### src/rtl/jogo_seq_pkg.sv
// Shared definitions for the sequence-memory game: state codes, LFSR taps, seed fallback.
package jogo_seq_pkg;

  typedef enum logic [3:0] {
    INICIAL     = 4'h0,
    GERA        = 4'h1,
    MOSTRA      = 4'h2,
    APAGA       = 4'h3,
    ESPERA      = 4'h4,
    REGISTRA    = 4'h5,
    COMPARA     = 4'h6,
    PROX_JOGADA = 4'h7,
    PROX_RODADA = 4'h8,
    GANHOU      = 4'hA,
    PERDEU      = 4'hE
  } estado_t;

  // x^16 + x^14 + x^13 + x^11 + 1 -> feedback from bits 15, 13, 12, 10
  localparam logic [15:0] LFSR_TAPS      = 16'hB400;
  localparam logic [15:0] SEMENTE_PADRAO = 16'h0001;

  function automatic logic [15:0] lfsr_proximo(input logic [15:0] s);
    return {s[14:0], ^(s & LFSR_TAPS)};
  endfunction

endpackage

### src/rtl/gerador_lfsr.sv
// 16-bit Fibonacci LFSR with synchronous load and step; exposes the low W_SAIDA bits.
module gerador_lfsr
  import jogo_seq_pkg::*;
#(
  parameter int W_SAIDA = 2
) (
  input  logic               clock,
  input  logic               reset,
  input  logic               carrega,
  input  logic               avanca,
  input  logic [15:0]        semente,
  output logic [W_SAIDA-1:0] saida
);

  logic [15:0] lfsr;

  always_ff @(posedge clock or negedge reset) begin
    if (!reset)       lfsr <= SEMENTE_PADRAO;
    else if (carrega) lfsr <= semente;
    else if (avanca)  lfsr <= lfsr_proximo(lfsr);
  end

  assign saida = lfsr[W_SAIDA-1:0];

endmodule

### src/rtl/jogo_sequencia_param.sv
// Sequence-memory game engine: generates, replays and checks a growing random sequence.
// Optional press timeout enabled by defining JOGO_SEQ_TIMEOUT_EN.
module jogo_sequencia_param
  import jogo_seq_pkg::*;
#(
  parameter  int N_BOTOES       = 4,
  parameter  int PROF_MAX       = 16,
  parameter  int LED_CICLOS     = 500,
  parameter  int TIMEOUT_CICLOS = 3000,
  localparam int W              = $clog2(N_BOTOES),
  localparam int RW             = $clog2(PROF_MAX + 1)
) (
  input  logic                clock,
  input  logic                reset,
  input  logic                jogar,
  input  logic [N_BOTOES-1:0] botoes,
  output logic [N_BOTOES-1:0] leds,
  output logic                pronto,
  output logic                ganhou,
  output logic                perdeu,
  output logic                db_timeout,
  output logic [3:0]          db_estado,
  output logic [RW-1:0]       db_rodada,
  output logic [W-1:0]        db_jogada
);

  localparam int AW = (PROF_MAX > 1) ? $clog2(PROF_MAX) : 1;
  localparam int CW = $clog2(LED_CICLOS + 1);

  estado_t             estado;
  logic [15:0]         cnt_livre;
  logic [W-1:0]        seq [PROF_MAX];
  logic [RW-1:0]       rodada;
  logic [RW-1:0]       idx;
  logic [AW-1:0]       idx_a;
  logic [CW-1:0]       ciclo;
  logic [N_BOTOES-1:0] botoes_ant;
  logic [N_BOTOES-1:0] press_reg;
  logic [W-1:0]        jogada_reg;
  logic                invalido;
  logic                jogada;
  logic                timeout_ev;
  logic                inicio;
  logic                fim_led;
  logic                ultimo_idx;
  logic [15:0]         semente;
  logic [W-1:0]        lfsr_sym;
  logic [W-1:0]        menor;
  logic                multiplo;

  assign idx_a      = idx[AW-1:0];
  assign jogada     = (|botoes) && !(|botoes_ant);
  assign inicio     = jogar && (estado == INICIAL || estado == GANHOU || estado == PERDEU);
  assign fim_led    = (ciclo == CW'(LED_CICLOS - 1));
  assign ultimo_idx = (idx == rodada - RW'(1));
  assign semente    = (cnt_livre == '0) ? SEMENTE_PADRAO : cnt_livre;

  gerador_lfsr #(.W_SAIDA(W)) u_lfsr (
    .clock   (clock),
    .reset   (reset),
    .carrega (inicio),
    .avanca  (estado == GERA),
    .semente (semente),
    .saida   (lfsr_sym)
  );

`ifdef JOGO_SEQ_TIMEOUT_EN
  localparam int TW = $clog2(TIMEOUT_CICLOS + 1);
  logic [TW-1:0] timer;

  // Cleared outside ESPERA, so every entry into ESPERA starts a fresh press window
  always_ff @(posedge clock or negedge reset) begin
    if (!reset)                 timer <= '0;
    else if (estado == ESPERA)  timer <= timer + TW'(1);
    else                        timer <= '0;
  end

  assign timeout_ev = (estado == ESPERA) && (timer == TW'(TIMEOUT_CICLOS - 1)) && !jogada;
`else
  assign timeout_ev = 1'b0;
`endif

  // Lowest pressed button, and whether more than one is down
  always_comb begin
    logic found;
    menor = '0;
    found = 1'b0;
    for (int unsigned i = 0; i < N_BOTOES; i++) begin
      if (press_reg[i] && !found) begin
        menor = W'(i);
        found = 1'b1;
      end
    end
    multiplo = (press_reg & (press_reg - N_BOTOES'(1))) != '0;
  end

  always_ff @(posedge clock or negedge reset) begin
    if (!reset) begin
      estado     <= INICIAL;
      cnt_livre  <= '0;
      rodada     <= '0;
      idx        <= '0;
      ciclo      <= '0;
      botoes_ant <= '0;
      press_reg  <= '0;
      jogada_reg <= '0;
      invalido   <= 1'b0;
      for (int unsigned i = 0; i < PROF_MAX; i++) seq[i] <= '0;
    end else begin
      cnt_livre  <= cnt_livre + 16'd1;
      botoes_ant <= botoes;
      case (estado)
        INICIAL, GANHOU, PERDEU: begin
          if (jogar) begin
            estado <= GERA;
            rodada <= RW'(1);
            idx    <= '0;
          end
        end
        GERA: begin
          seq[idx_a] <= lfsr_sym;
          if (idx == RW'(PROF_MAX - 1)) begin
            idx    <= '0;
            ciclo  <= '0;
            estado <= MOSTRA;
          end else begin
            idx <= idx + RW'(1);
          end
        end
        MOSTRA: begin
          if (fim_led) begin
            ciclo  <= '0;
            estado <= APAGA;
          end else begin
            ciclo <= ciclo + CW'(1);
          end
        end
        APAGA: begin
          if (fim_led) begin
            ciclo <= '0;
            if (ultimo_idx) begin
              idx    <= '0;
              estado <= ESPERA;
            end else begin
              idx    <= idx + RW'(1);
              estado <= MOSTRA;
            end
          end else begin
            ciclo <= ciclo + CW'(1);
          end
        end
        ESPERA: begin
          if (jogada) begin
            press_reg <= botoes;
            estado    <= REGISTRA;
          end else if (timeout_ev) begin
            estado <= PERDEU;
          end
        end
        REGISTRA: begin
          jogada_reg <= menor;
          invalido   <= multiplo;
          estado     <= COMPARA;
        end
        COMPARA: begin
          if (invalido || jogada_reg != seq[idx_a]) estado <= PERDEU;
          else if (ultimo_idx)                      estado <= PROX_RODADA;
          else                                      estado <= PROX_JOGADA;
        end
        PROX_JOGADA: begin
          idx    <= idx + RW'(1);
          estado <= ESPERA;
        end
        PROX_RODADA: begin
          if (rodada == RW'(PROF_MAX)) begin
            estado <= GANHOU;
          end else begin
            rodada <= rodada + RW'(1);
            idx    <= '0;
            ciclo  <= '0;
            estado <= MOSTRA;
          end
        end
        default: estado <= INICIAL;
      endcase
    end
  end

  always_comb begin
    leds = '0;
    if (estado == MOSTRA) leds[seq[idx_a]] = 1'b1;
  end

  assign pronto     = (estado == GANHOU) || (estado == PERDEU);
  assign ganhou     = (estado == GANHOU);
  assign perdeu     = (estado == PERDEU);
  assign db_timeout = timeout_ev;
  assign db_estado  = estado;
  assign db_rodada  = rodada;
  assign db_jogada  = jogada_reg;

endmodule
### config.mk
export PLATFORM = sky130hd
export DESIGN_NAME = jogo_sequencia_param
export DESIGN_NICKNAME = d
export VERILOG_FILES = /design/src/rtl/jogo_seq_pkg.sv /design/src/rtl/gerador_lfsr.sv /design/src/rtl/jogo_sequencia_param.sv
export SDC_FILE = /design/constraint.sdc
export NUM_CORES = 1
export LEC_CHECK = 0
export ABC_AREA = 1
export CORE_ASPECT_RATIO = 0.5
export CORE_MARGIN = 2
export CORE_UTILIZATION = 67
export CTS_BUF_LIST = sky130_fd_sc_hd__clkbuf_2 sky130_fd_sc_hd__clkbuf_4 sky130_fd_sc_hd__clkbuf_8
export DETAILED_ROUTE_END_ITERATION = 16
export GPL_TIMING_DRIVEN = 1
export MAX_ROUTING_LAYER = met4
export PLACE_DENSITY = 0.87
export SYNTH_ARGS = -nofsm -noshare
export SYNTH_HDL_FRONTEND = slang
export SYNTH_SLANG_ARGS = --single-unit
### constraint.sdc
create_clock -name clock -period 5.9 [get_ports clock]
set_input_delay 0.59 -clock clock [delete_from_list [all_inputs] [get_ports clock]]
set_output_delay 0.59 -clock clock [all_outputs]
set_load 0.03 [all_outputs]
== Yosys cells after proc, flatten, opt, wreduce, memory -nomap -nowiden ==
Index checks and enable logic that the tools add are counted.

* Word-level logic and storage cells: 132
* Register bits after elaboration: 98
* Memories: 0
* Bits in latches: 0
* Bits in read-only memories: 0
* Output and inout bits: 19
* Bits of input ports: 7
* Bits in writable memories: 0

* Multipliers: 0
* Magnitude comparators: 4
* Bitwise logic cells: 2
* Add/sub/neg operators: 6
* Equal/unequal tests: 21
* Shift operators: 0
* Reduce and logical (&&, ||, !) cells: 32
* Multiplexer cells: 41
* Divide/modulo/power cells: 0

{| class="wikitable"
|+ Operators by type and width
! cell !! count
|-
| 2-to-1 mux 16 bit || 3
|-
| 2-to-1 mux 4 bit || 9
|-
| case mux 4 bit (9 select lines) || 1
|-
| 2-to-1 mux 5 bit || 7
|-
| bitwise mux 32 bit || 1
|-
| 2-to-1 mux 9 bit || 3
|-
| case mux 9 bit (3 select lines) || 1
|-
| case mux 5 bit (5 select lines) || 1
|-
| adder 16 x 1 -> 16 bit (second input constant) || 1
|-
| equality test 4 x 3 -> 1 bit (second input constant) || 4
|-
| logical NOT 16 bit || 1
|-
| parity 16 bit || 1
|-
| equality test 4 bit (second input constant) || 3
|-
| != test 2 bit (second input constant) || 6
|-
| adder 5 x 1 -> 5 bit (second input constant) || 2
|-
| 2-to-1 mux 2 bit || 5
|-
| case mux 5 bit (2 select lines) || 1
|-
| adder 9 x 1 -> 9 bit (second input constant) || 1
|-
| equality test 9 bit (second input constant) || 1
|-
| binary-select mux 2 bit (select 4 bit) || 1
|-
| demux 2 bit (select 4 bit) || 1
|-
| equality test 4 x 2 -> 1 bit (second input constant) || 2
|-
| OR reduction 4 bit || 2
|-
| logical AND 1 bit || 7
|-
| 29 further kinds || 41
|}

== Logic depth before layout (Yosys ltp) ==
* Depth after elaboration: 10
* Gate-level depth with buffers: 17
* Depth with buffers taken out: 15

== By module ==
From an unflattened synthesis, not the netlist that was laid out.

* Cell total of the unflattened synthesis: 687
* Area, all modules: 5242.5 µm²

{| class="wikitable"
|+ By module, submodules not included
! module !! cells each !! instances !! seq. area each (µm²) !! area each (µm²)
|-
| jogo_sequencia_param || 584 || 1 || 2052.0 || 4436.8
|-
| gerador_lfsr || 103 || 1 || 401.6 || 805.8
|}

== Worst setup path after synthesis ==
OpenSTA, ideal clock, no wires.

* Path kind: reg-to-output
* Start point: register idx[0]
* End point: output leds[0]
* Setup slack: 3633 ps
* Required time: 5310 ps
* Buffers on the path: 2
* Stages on the path, launching flop included: 12
* Arrival: 1677 ps
* Path through: dfrtp_1 -> buf_4 -> buf_4 -> nor2_1 -> nor2_1 -> o21ai_0 -> nand2_1 -> nand2_1 -> nand2_1 -> nor2_1 -> nand2_1 -> nor2_1

* Cells in the longest elaborated chain, start to end: 9
* Elaborated cells between the ends (all ways): 10
* Classes of those cells: order compare: 2; mux: 6; bitwise: 1; reduce/logical: 1

{| class="wikitable"
|+ Ends and longest elaborated chain
! element !! line !! RTL
|-
| from (decl) || jogo_sequencia_param.sv:34 || <nowiki>logic [RW-1:0] idx;</nowiki>
|-
| from (signal assigned) || jogo_sequencia_param.sv:127 || <nowiki>idx <= idx + RW'(1);</nowiki>
|-
| from (signal assigned) || jogo_sequencia_param.sv:145 || <nowiki>idx <= idx + RW'(1);</nowiki>
|-
| from (signal assigned) || jogo_sequencia_param.sv:171 || <nowiki>idx <= idx + RW'(1);</nowiki>
|-
| inverter 4 -> 5 bit (implied by the code) * || jogo_sequencia_param.sv:191 || <nowiki>if (estado == MOSTRA) leds[seq[idx_a]] = 1'b1;</nowiki>
|-
| binary-select mux 2 bit (select 4 bit) * || jogo_sequencia_param.sv:191 ||
|-
| 2-to-1 mux 2 bit (implied by the code) * (2 in a row) || jogo_sequencia_param.sv:191 ||
|-
| less-than comparator 2 x 3 -> 1 bit (implied by the code) or >= comparator 2 x 1 -> 1 bit (tied branches) || jogo_sequencia_param.sv:191 ||
|-
| logical AND 1 bit (implied by the code) || jogo_sequencia_param.sv:191 ||
|-
| 2-to-1 mux 1 bit (implied by the code) || jogo_sequencia_param.sv:191 ||
|-
| demux 1 bit (select 2 bit) * || jogo_sequencia_param.sv:191 ||
|-
| 2-to-1 mux 4 bit * || jogo_sequencia_param.sv:191 ||
|-
| to (decl) || jogo_sequencia_param.sv:17 || <nowiki>output logic [N_BOTOES-1:0] leds,</nowiki>
|}

Every way passes the cells marked *; elsewhere a longest branch is shown, timed or not. The select of a mux whose other input is x is not followed.

== Worst setup path after layout ==
* Start point: register idx[0]
* End point: output leds[2]

Same word-level chain as after synthesis.

==> results.md <==
* Worst setup path category: flip-flop to output pin
* Mapped Area at 5210 um2
* Largest area contributor in the netlist: dfrtp_1
* Headroom to the max-slew limit at between 40% and 50%
* Status: completed
* Max reg flops at 32
* Leakage at 2.64 nW
* Worst Path Required at roughly 5.3 ns
* Worst-path clk slew at 0.09 ns
* Pwr/cell area at 446 nW/um2
* Hold buffers post-CTS at 0
* Mux cell area share after synthesis at 0.216%
* Row count at 22
* Clk pwr share at 17.9%
* Top reg by flops: seq
* Hold Vio Cnt, Final at 0
* Met1 Track Usage GR at 38.0%
* Global-route layer with the greatest usage: met2
* NetSw at about 1.1 mW
* Mapped Avg Cell Area at ~7.9 um2
* HPWL Detailed at just under 8000 um
* Clk sink count at 98
* Main area contributors after synthesis: dfrtp_1 (47%), nand2_1 (12%), o21ai_0 (6.2%), inv_1 (6.1%), nor2_1 (5.2%)
* Yosys cell types at 41
* CTS resizes at 0
* Setup ws final at 2.40 ns
* GR Util met2 at 44.8%
* Post-layout min period at 3.50 ns
* Layout Nets at 700
* Longest Clk Path Bufs at 2
* Setup bufs post-CTS at 0
* Met3 Resource Use GR at about 6.0%
* Ant. Diodes at 0
* CTS tree: done
* Largest registers: seq: 32 flops, cnt_livre: 16 flops, u_lfsr.lfsr: 16 flops
* Total core area at 7430 um2
* Grt total ovfl at 0
* Largest family of logic cells by synthesized area: simple AND/OR/NAND/NOR gates
* Vias at around 4,400
* Wire length per cell at 13.7 um
* First-pass GRT wire length at 18,900 um
* Clock skew at 0.00749 ns
* Setup TNS at 0 ns
* Clk_lat worst skew at 0.37 ns
* Post-synthesis sequential area ratio at around 47%
* YS warnings at 0
* Max rail drop VDD at 0.170 mV
* MaxCap Viol Count at 0
* Max Fclk at 285 MHz
* Actual slew at the worst max-slew pin at around 0.85 ns
* Die ar. at 8540 um2
* HP Class: primary input to asynchronous set/reset pin
* DIE HEIGHT at about 66 um
* Drt drc at 0
* Synth Area in XOR/XNOR at 3.87%
* Final Max Slew Viols at 0
* Internal at 1.43 mW
* Cell Count, Final, Fillers Out at 783
* RSZ-0062 raised after global routing: no
* Post-route cell area at 5690 um2
* Post-Synth Simple-Gate Area at 25.6%
* Sw frac at 43.8%
* Largest net degree at the start of global routing at 71
* Placer Congestion at 0.969
* Setup-failing EPs final at 0
* Pre-CTS setup slack at 2.90 ns
* DR pass1 iterations at 5
* # IOs at 26
* ANT nets after route at 0
* Starting Density at 70.1%
* Post-DP Area at 5480 um2
* CP Capture Type: output pin
* Reg power frac at 38.0%
* Clock H-tree levels at 3
* Port Buffers at 24
* Root Buffer: clkbuf_8
* GR Util All Layers at 29.0%
* Worst Path Max Fanout at 22
* Synthesis-to-finish area growth at 9.15%
* Area fraction of the dominant cell type after synthesis at around 47%
* Mapped Cells at 659
* DRT iter0 DRCs at between 300 and 400
* Number of buffers created by CTS at 9
* Comb power frac at 44.1%
* Final critical-path share of the clock period at 59.4%
* Post-synthesis compound-gate area fraction at approximately an eighth
* #FFs+latches synth at 98
* Startpoint Class: flip-flop
* Syn_nets at 677
* Share of cells above drive strength 1 at roughly 7%
* Initial antenna violation count at 0
* Critical Path AT at 2.91 ns
* Post-Route WL at 10,700 um
* Adder-cell area share of the yosys netlist at 2.64%
* # placed instances at 767
* Vias per Instance at 5.57
* Vias in the first global route at 4,197
* Die X at ~130 um
## final timing paths
| path | start | end | slack [ns] | cells past startpoint |
|---|---|---|---|---|
| min in group clock | seq[7]$_DFFE_PN0P_ | seq[7]$_DFFE_PN0P_ | 0.50 | 2 |
| min | reset | seq[9]$_DFFE_PN0P_ | 0.13 | 1 |
| min reg2reg | seq[7]$_DFFE_PN0P_ | seq[7]$_DFFE_PN0P_ | 0.50 | 2 |
| max reg2reg | idx[0]$_DFFE_PN0P_ | ciclo[5]$_DFFE_PN0P_ | 3.23 | 10 |
| max | idx[0]$_DFFE_PN0P_ | leds[2] | 2.40 | 9 |
| max in group asynchronous | reset | ciclo[2]$_DFFE_PN0P_ | 4.61 | 2 |
## critical path: stages (launching register included)
cell and delay [ns]:
dfrtp_1 0.77, inv_2 0.30, o21ai_0 0.27, nand2_1 0.09, nand2_1 0.06, nand2_1 0.06
nor2_1 0.13, nand2_1 0.09, nor2_1 0.10, clkdlybuf4s50_1 0.67
## synthesized netlist by cell type
cell,number
a21oi_1,20
a22oi_1,2
a31oi_1,11
a31oi_2,1
buf_2,3
buf_4,4
buf_6,4
clkbuf_1,2
clkinv_1,1
clkinv_2,1
conb_1,1
dfrtp_1,97
dfstp_2,1
ha_1,11
inv_1,85
inv_2,7
mux2_2,1
nand2_1,165
nand2_2,2
nand2_4,1
nand3_1,29
nand3_2,1
nand4_1,3
nor2_1,72
nor2_2,4
nor2_4,6
nor3_1,12
nor3_2,3
nor3_4,1
nor3b_1,2
nor4_1,3
nor4_2,1
o211ai_1,1
o21a_1,2
o21ai_0,65
o21ai_1,1
o22ai_1,7
o31ai_1,1
o41ai_1,2
xnor2_1,6
xor2_1,17
## through the flow
step	hold slack [ns]	util, %	total power, mW
final	0.127	76.5	2.54
after global placement	0.466	73.7	2.03
after global routing	0.141	76.5	2.75
after floorplan	0.294	-	1.82
after CTS	0.126	76.5	2.53
after detailed placement	0.478	73.7	2.08
## cells by family (layout without fill, tap and decap cells)
kind of cell | Yosys count | count (layout)
compound gates | 113 | 113
fa+ha+maj | 11 | 11
simple gates | 305 | 305
other cells | 1 | 1
mux | 1 | 1
buf+inv | 107 | 135
xor+xnor | 23 | 23
flops | 98 | 98
## power groups by stage
stage	clock (mW)	combinational, mW	sequential (mW)
3_3_place_gp	0	1.07	0.966
3_5_place_dp	0	1.11	0.970
2_1_floorplan	0	0.876	0.947
5_1_grt	0.489	1.27	0.984
4_1_cts	0.460	1.11	0.960
6_report	0.453	1.12	0.965
## area by class of cell
type | instances | area, um2
Clock inverter | 4 | 50.0
Fill cell | 518 | 1750
Multi-Input combinational cell | 454 | 2300
Sequential cell | 98 | 2450
Timing Repair Buffer | 25 | 245
Clock buffer | 12 | 159
Tap cell | 96 | 120
Inverter | 94 | 354
## layout by cell type (no fill, tap or decap), drive strengths merged, types with 12 or more instances in the layout
| cell | count |
|---|---|
| o21ai | 66 |
| a21oi | 20 |
| inv | 92 |
| clkbuf | 12 |
| clkdlybuf4s50 | 23 |
| nor2 | 82 |
| nor3 | 16 |
| a31oi | 12 |
| xor2 | 17 |
| nand3 | 30 |
| nand2 | 168 |
| dfrtp | 97 |
## routing by layer
metal / vias to the layer above / share of wire, %
met5: - / 0
met4: 0 / 2.4
met3: 32 / 4.9
met2: 132 / 45
met1: 2039 / 48
li1: 2160 / -
Power figures use the tool's default switching activity.
